File: src/rtl/find_scheduler.sv
// Job scheduler for a bank of search units: slices an inclusive sequence range into
// chunks, dispatches them round-robin and merges per-unit minimum-energy results.
module find_scheduler #(
    parameter int SEQ_WIDTH      = 16,
    parameter int E_WIDTH        = 16,
    parameter int PARALLEL_UNITS = 2
) (
    input  logic                                wb_clk_i,
    input  logic                                wb_rst_i,
    input  logic                                cfg_start_i,
    input  logic                                cfg_abort_i,
    input  logic [SEQ_WIDTH-1:0]                cfg_first_i,
    input  logic [SEQ_WIDTH-1:0]                cfg_last_i,
    input  logic [SEQ_WIDTH-1:0]                cfg_chunk_i,
    output logic                                busy_o,
    output logic                                done_o,
    output logic                                err_o,
    output logic                                aborted_o,
    output logic [SEQ_WIDTH-1:0]                best_seq_o,
    output logic [E_WIDTH-1:0]                  best_e_o,
    output logic [PARALLEL_UNITS-1:0]           unit_start_o,
    output logic [PARALLEL_UNITS*SEQ_WIDTH-1:0] unit_seq_o,
    output logic [PARALLEL_UNITS*SEQ_WIDTH-1:0] unit_len_o,
    input  logic [PARALLEL_UNITS-1:0]           unit_idle_i,
    input  logic [PARALLEL_UNITS-1:0]           unit_done_i,
    input  logic [PARALLEL_UNITS*SEQ_WIDTH-1:0] unit_best_seq_i,
    input  logic [PARALLEL_UNITS*E_WIDTH-1:0]   unit_best_e_i,
    output logic [PARALLEL_UNITS-1:0]           unit_ack_o,
    output logic [1:0]                          dbg_state_o
);

    localparam int N  = PARALLEL_UNITS;
    localparam int SW = SEQ_WIDTH;
    localparam int EW = E_WIDTH;
    localparam int IW = (N > 1) ? $clog2(N) : 1;
    localparam int CW = $clog2(N + 1);

    typedef enum logic [1:0] {
        S_IDLE     = 2'd0,
        S_DISPATCH = 2'd1,
        S_DRAIN    = 2'd2,
        S_DONE     = 2'd3
    } state_t;

    state_t          state_q, state_d;
    logic            busy_q, busy_d;
    logic            done_q, done_d;
    logic            err_q, err_d;
    logic            aborted_q, aborted_d;
    logic            abort_req_q, abort_req_d;
    logic [SW-1:0]   best_seq_q, best_seq_d;
    logic [EW-1:0]   best_e_q, best_e_d;
    logic [SW:0]     next_q, next_d;
    logic [SW-1:0]   last_q, last_d;
    logic [SW-1:0]   chunk_q, chunk_d;
    logic [N-1:0]    mask_q, mask_d;
    logic [CW-1:0]   cnt_q, cnt_d;
    logic [IW-1:0]   rr_q, rr_d;
    logic [N-1:0]    ustart_q, ustart_d;
    logic [N*SW-1:0] useq_q, useq_d;
    logic [N*SW-1:0] ulen_q, ulen_d;

    logic [N-1:0]    cand;
    logic [N-1:0]    disp_oh;
    logic            disp_found;
    logic [IW-1:0]   rr_next;
    logic [N-1:0]    ack;
    logic            ack_found;
    logic            rec_hit;
    logic [EW-1:0]   rec_e;
    logic [SW-1:0]   rec_s;
    logic            better;
    logic [SW:0]     remain;
    logic [SW-1:0]   len;
    logic            do_disp;

    // Unit handshake: unit_start_o with unit_seq_o/unit_len_o is a registered one-cycle
    // command. unit_ack_o is raised combinationally in the cycle the held result
    // (unit_done_i level) is merged; the unit drops unit_done_i on the edge it sees ack.

    // Round-robin: first pass covers rr_q..N-1, second pass wraps to 0..rr_q-1.
    always_comb begin
        cand       = unit_idle_i & ~mask_q;
        disp_oh    = '0;
        disp_found = 1'b0;
        rr_next    = rr_q;
        for (int k = 0; k < N; k++) begin
            if (!disp_found && cand[k] && (k >= int'(rr_q))) begin
                disp_found = 1'b1;
                disp_oh[k] = 1'b1;
                rr_next    = (k == N - 1) ? '0 : IW'(k + 1);
            end
        end
        for (int k = 0; k < N; k++) begin
            if (!disp_found && cand[k]) begin
                disp_found = 1'b1;
                disp_oh[k] = 1'b1;
                rr_next    = (k == N - 1) ? '0 : IW'(k + 1);
            end
        end
    end

    always_comb begin
        ack       = '0;
        ack_found = 1'b0;
        rec_hit   = 1'b0;
        rec_e     = '0;
        rec_s     = '0;
        if (state_q == S_DISPATCH || state_q == S_DRAIN) begin
            for (int k = 0; k < N; k++) begin
                if (!ack_found && unit_done_i[k]) begin
                    ack_found = 1'b1;
                    ack[k]    = 1'b1;
                    rec_hit   = mask_q[k];
                    rec_e     = unit_best_e_i[k*EW +: EW];
                    rec_s     = unit_best_seq_i[k*SW +: SW];
                end
            end
        end
    end

    assign better = rec_hit && ((rec_e < best_e_q) ||
                                ((rec_e == best_e_q) && (rec_s < best_seq_q)));

    // Remaining span is SW+1 bits wide: a full-range job has 2^SW sequences left.
    assign remain = {1'b0, last_q} - next_q + {{SW{1'b0}}, 1'b1};
    assign len    = ({1'b0, chunk_q} < remain) ? chunk_q : remain[SW-1:0];

    always_comb begin
        state_d     = state_q;
        busy_d      = busy_q;
        done_d      = done_q;
        err_d       = err_q;
        aborted_d   = aborted_q;
        abort_req_d = abort_req_q;
        best_seq_d  = best_seq_q;
        best_e_d    = best_e_q;
        next_d      = next_q;
        last_d      = last_q;
        chunk_d     = chunk_q;
        mask_d      = mask_q & ~ack;
        cnt_d       = cnt_q;
        rr_d        = rr_q;
        ustart_d    = '0;
        useq_d      = useq_q;
        ulen_d      = ulen_q;
        do_disp     = 1'b0;

        if (better) begin
            best_e_d   = rec_e;
            best_seq_d = rec_s;
        end

        case (state_q)
            S_IDLE, S_DONE: begin
                if (cfg_start_i) begin
                    best_e_d    = '1;
                    best_seq_d  = '0;
                    err_d       = 1'b0;
                    aborted_d   = 1'b0;
                    abort_req_d = 1'b0;
                    next_d      = {1'b0, cfg_first_i};
                    last_d      = cfg_last_i;
                    chunk_d     = (cfg_chunk_i == '0) ? SW'(1) : cfg_chunk_i;
                    if (cfg_first_i > cfg_last_i) begin
                        state_d = S_DONE;
                        busy_d  = 1'b0;
                        done_d  = 1'b1;
                        err_d   = 1'b1;
                    end else begin
                        state_d = S_DISPATCH;
                        busy_d  = 1'b1;
                        done_d  = 1'b0;
                    end
                end
            end
            S_DISPATCH: begin
                if (cfg_abort_i) begin
                    abort_req_d = 1'b1;
                    state_d     = S_DRAIN;
                end else if (next_q > {1'b0, last_q}) begin
                    state_d = S_DRAIN;
                end else if (disp_found) begin
                    do_disp = 1'b1;
                end
            end
            S_DRAIN: begin
                if (cfg_abort_i) begin
                    abort_req_d = 1'b1;
                end
                if (cnt_q == '0) begin
                    state_d   = S_DONE;
                    busy_d    = 1'b0;
                    done_d    = 1'b1;
                    aborted_d = abort_req_d;
                end
            end
            default: state_d = S_IDLE;
        endcase

        if (do_disp) begin
            ustart_d = disp_oh;
            mask_d   = mask_d | disp_oh;
            next_d   = next_q + {1'b0, len};
            rr_d     = rr_next;
            for (int k = 0; k < N; k++) begin
                if (disp_oh[k]) begin
                    useq_d[k*SW +: SW] = next_q[SW-1:0];
                    ulen_d[k*SW +: SW] = len;
                end
            end
        end

        if (do_disp && !rec_hit) begin
            cnt_d = cnt_q + CW'(1);
        end else if (!do_disp && rec_hit) begin
            cnt_d = cnt_q - CW'(1);
        end
    end

    always_ff @(posedge wb_clk_i or negedge wb_rst_i) begin
        if (!wb_rst_i) begin
            state_q     <= S_IDLE;
            busy_q      <= 1'b0;
            done_q      <= 1'b0;
            err_q       <= 1'b0;
            aborted_q   <= 1'b0;
            abort_req_q <= 1'b0;
            best_seq_q  <= '0;
            best_e_q    <= '1;
            next_q      <= '0;
            last_q      <= '0;
            chunk_q     <= '0;
            mask_q      <= '0;
            cnt_q       <= '0;
            rr_q        <= '0;
            ustart_q    <= '0;
            useq_q      <= '0;
            ulen_q      <= '0;
        end else begin
            state_q     <= state_d;
            busy_q      <= busy_d;
            done_q      <= done_d;
            err_q       <= err_d;
            aborted_q   <= aborted_d;
            abort_req_q <= abort_req_d;
            best_seq_q  <= best_seq_d;
            best_e_q    <= best_e_d;
            next_q      <= next_d;
            last_q      <= last_d;
            chunk_q     <= chunk_d;
            mask_q      <= mask_d;
            cnt_q       <= cnt_d;
            rr_q        <= rr_d;
            ustart_q    <= ustart_d;
            useq_q      <= useq_d;
            ulen_q      <= ulen_d;
        end
    end

    assign busy_o       = busy_q;
    assign done_o       = done_q;
    assign err_o        = err_q;
    assign aborted_o    = aborted_q;
    assign best_seq_o   = best_seq_q;
    assign best_e_o     = best_e_q;
    assign unit_start_o = ustart_q;
    assign unit_seq_o   = useq_q;
    assign unit_len_o   = ulen_q;
    assign unit_ack_o   = ack;
    assign dbg_state_o  = state_q;

endmodule

File: config.mk
export PLATFORM = sky130hd
export DESIGN_NAME = find_scheduler
export DESIGN_NICKNAME = d
export VERILOG_FILES = /design/src/rtl/find_scheduler.sv
export SDC_FILE = /design/constraint.sdc
export NUM_CORES = 1
export LEC_CHECK = 0
export CAP_MARGIN = 20
export CORE_MARGIN = 8
export CORE_UTILIZATION = 40
export DETAILED_ROUTE_END_ITERATION = 8
export PLACE_DENSITY_LB_ADDON = 0.12
export SETUP_SLACK_MARGIN = 0.02
export SLEW_MARGIN = 15
export SYNTH_ARGS = -nofsm -noshare
export SYNTH_HDL_FRONTEND = slang
export SYNTH_SLANG_ARGS = --single-unit
export TNS_END_PERCENT = 100
File: constraint.sdc
create_clock -name wb_clk_i -period 7.3 [get_ports wb_clk_i]
set_input_delay 1.46 -clock wb_clk_i [delete_from_list [all_inputs] [get_ports wb_clk_i]]
set_output_delay 1.46 -clock wb_clk_i [all_outputs]
set_load 0.01 [all_outputs]
==> flow_summary.ini <==
[grt]
globalRouteOverflowTotal = 0
grt_usage_pct = 18.9
maximum_number_of_pins_on_one_net_before_global_route_repair = 94
first_global_vias = 8564
grt_pass1_wl_mm = 47.0
antenna_found_initial = 0

[route]
wl_per_cell_um = 18.4
drt-total-wl_mm = 29.5
drc_errors = 0
antenna_left = 0
initialDrtViolationCount = 372
viasPerCell = 5.19
detailroute.via_count = 8314
drt_first_pass_iters = 4

[synth]
synth_flop_cell = dfrtp_1
post_synth_inst_count = 1030
synth_seq_cells = 159
synth_warnings = 0
synthesis.area_per_instance_um2 = 10.1
synth_edf_count = 0
synthesis.area_um2 = 10400
synth-seq-area-share_pct = 38.3
post_synth_num_cell_types = 77
synth_nets = 1277
asyncSetResetFlopFracSynth_pct = 100

[layout]
finalNetCount = 1499
fillers = 2391
drive_above_1_share_pct = 11.5
final_design_area_no_fill_um2 = 13600
syn2layout_area_growth_pct = 30.7

[clock_network]
total_cts_buffers = 17
cts_max_path_buffers = 2
clock_latency_ns = 0.44
cts_tree = done
clock_tree.htree_level_count = 4
numClockSinks = 159
cts_root_buffer = clkbuf_16
clk_pin_slew_worst_paths_ns = 0.07
holdBufCountCts = 0

[critical_path]
crit_required_ns = 7.63
worstRegToRegCells = 33
cp.arrival_ns = 7.07
start_kind = flip-flop
timing.critical_path.slowest_stage_cell = dfrtp_1
critical_path.max_stage_delay_ns = 0.44
timing_worst_setup_path_type = flip-flop to flip-flop
crit_path_end_kind = flip-flop
worst-path-max-fanout = 6
critical_path.most_common_cell = ha_1
setup.reg_to_reg.worst_slack_ns = 0.56
r2r_start = next_q[2]
critical_path.reg2reg.endpoint = next_q[14]

[status]
outcome = finished clean

[power_and_ir_drop]
cellLeakagePower_nw = 6.53
power_mw = 8.09
worst_ir_drop_vdd_mv = 0.272
powerDensity_nw_per_um2 = 594

[timing]
tns_ns = 0
slew_limit_headroom_pct = 27.9
maxClockFrequency_mhz = 148
period_utilization_pct = 92.4
clock-skew-final_ns = 0.0137
report.final.slew_viol_count = 0
max_slew.worst_pin.slew_ns = 1.08
rsz0062_at_grt = false
timing.final.setup_violations = 0
hold_viol = 0
post-route-min-period_ns = 6.74

[floorplan]
die_width_um = 178
num_io_pins = 226
floorplan.rows = 59
core_area_um2 = 25800
floorplan.initialDensity_pct = 40.4
die-height_um = 178
dieArea_um2 = 31500

[placed_design]
dpl_cell_area_um2 = 13000
gp_congestion = 0.826
place.detailed.hpwl_mm = 22.7
place.port_buffers = 225

[hold_path]
worstHoldStart = cnt_q[1]
hold-path-endpoint = cnt_q[1]
min_delay_path_depth = 1
worstHoldPathType = flip-flop to flip-flop

[flow_run]
max-cap-violations = 0
[per-layer routing]
| layer | vias to the layer above | global-route usage, % | share of wire [%] |
|---|---|---|---|
| li1 | 4105 | - | - |
| met1 | 3986 | 24.6 | 47 |
| met2 | 192 | 29.8 | 44 |
| met3 | 31 | 6.23 | 7.4 |
| met4 | 0 | 4.72 | 1.7 |
| met5 | - | 0 | 0 |
[timing repair]
item	4_1_cts	5_1_grt
setup buffers	0	1
endpoints found under the setup margin	0	3
gates resized for setup	0	1
[power by group]
part	internal, mW	leakage [nW]	switching [mW]
Combinational	2.59	4.29	2.98
Clock	0.457	0.275	0.419
Sequential	1.33	1.96	0.313
[registers in the layout, indices dropped and copies added, names as in the netlist]
name	count
aborted_o	1
err_o	1
cnt_q	2
unit_start_o	2
next_q	17
unit_seq_o	32
abort_req_q	1
mask_q	2
busy_o	1
done_o	1
chunk_q	16
best_seq_o	16
dbg_state_o	2
best_e_o	16
last_q	16
unit_len_o	32
rr_q	1
[cell usage in the layout (no fill, tap or decap), types with 35 or more instances in the layout]
| cell type | n |
|---|---|
| a21oi_1 | 37 |
| clkdlybuf4s50_1 | 224 |
| dfrtp_1 | 143 |
| ha_1 | 126 |
| inv_1 | 108 |
| mux2_2 | 44 |
| mux2i_1 | 35 |
| nand2_1 | 98 |
| nor2_1 | 45 |
| o21ai_0 | 63 |
[synthesized netlist by cell type, drive strengths merged, types with 15 or more instances]
library cell	instances	area, µm²
dfrtp	143	3580
ha	126	1580
inv	108	405
nand2	98	368
o21ai	66	330
mux2	65	739
nor2	45	169
mux2i	44	483
a21oi	41	213
a21o	31	233
a22o	31	272
clkbuf	22	82.6
a211oi	20	155
xnor2	19	166
dfstp	16	420
nand4	16	100
buf	15	110
[logic make-up after synthesis]
family / synth area share [%]
muxes: 11.7
and+or+nand+nor: 9.90
AOI/OAI and AO/OA: 16.3
DFF: 38.3
buffers and inverters: 5.73
adders and majority gates: 15.4
xor gates and xnor gates: 2.67
[through the flow]
stage / worst slack, ns / util [%] / hold slack (ns) / cells
after global placement: 0.427 / 50.4 / 0.454 / 1566
after detailed placement: 0.324 / 50.4 / 0.468 / 1566
final: 0.558 / 52.8 / 0.476 / 1601
after global routing: 0.0340 / 52.8 / 0.506 / 1600
after CTS: 0.311 / 52.6 / 0.482 / 1598
after floorplan: 0.661 / - / 0.436 / 1030
[critical path: cells and delay by family, from the launching register on]
kind | cells | cell delay, ns
fa+ha+maj | 6 | 1.83
buf+inv | 4 | 0.48
compound gates | 14 | 2.59
flops | 1 | 0.44
mux | 1 | 0.24
xor+xnor | 2 | 0.32
simple gates | 6 | 0.75
[layout make-up]
class	instances	area (µm²)	share of cell area, %
repair buffers	240	2390	17.5
diodes	1	2.50	0.0184
clock inverters	14	125	0.918
well taps	335	419	3.07
flip-flops and latches	159	4000	29.3
inverters	108	405	2.97
multi-input cells	726	5860	43.0
clock buffers	18	439	3.22
[how the worst max path moves through the flow]
| stage | startpoint | endpoint | depth (start not counted) |
|---|---|---|---|
| floorplan | next_q[2] | next_q[14] | 32 |
| CTS | next_q[2] | next_q[14] | 32 |
| global placement | next_q[2] | next_q[14] | 32 |
| finish | next_q[2] | next_q[14] | 33 |
| detailed placement | next_q[2] | next_q[14] | 32 |
| global route | next_q[3] | next_q[14] | 32 |
No activity file was read; power rests on OpenSTA's default activity.
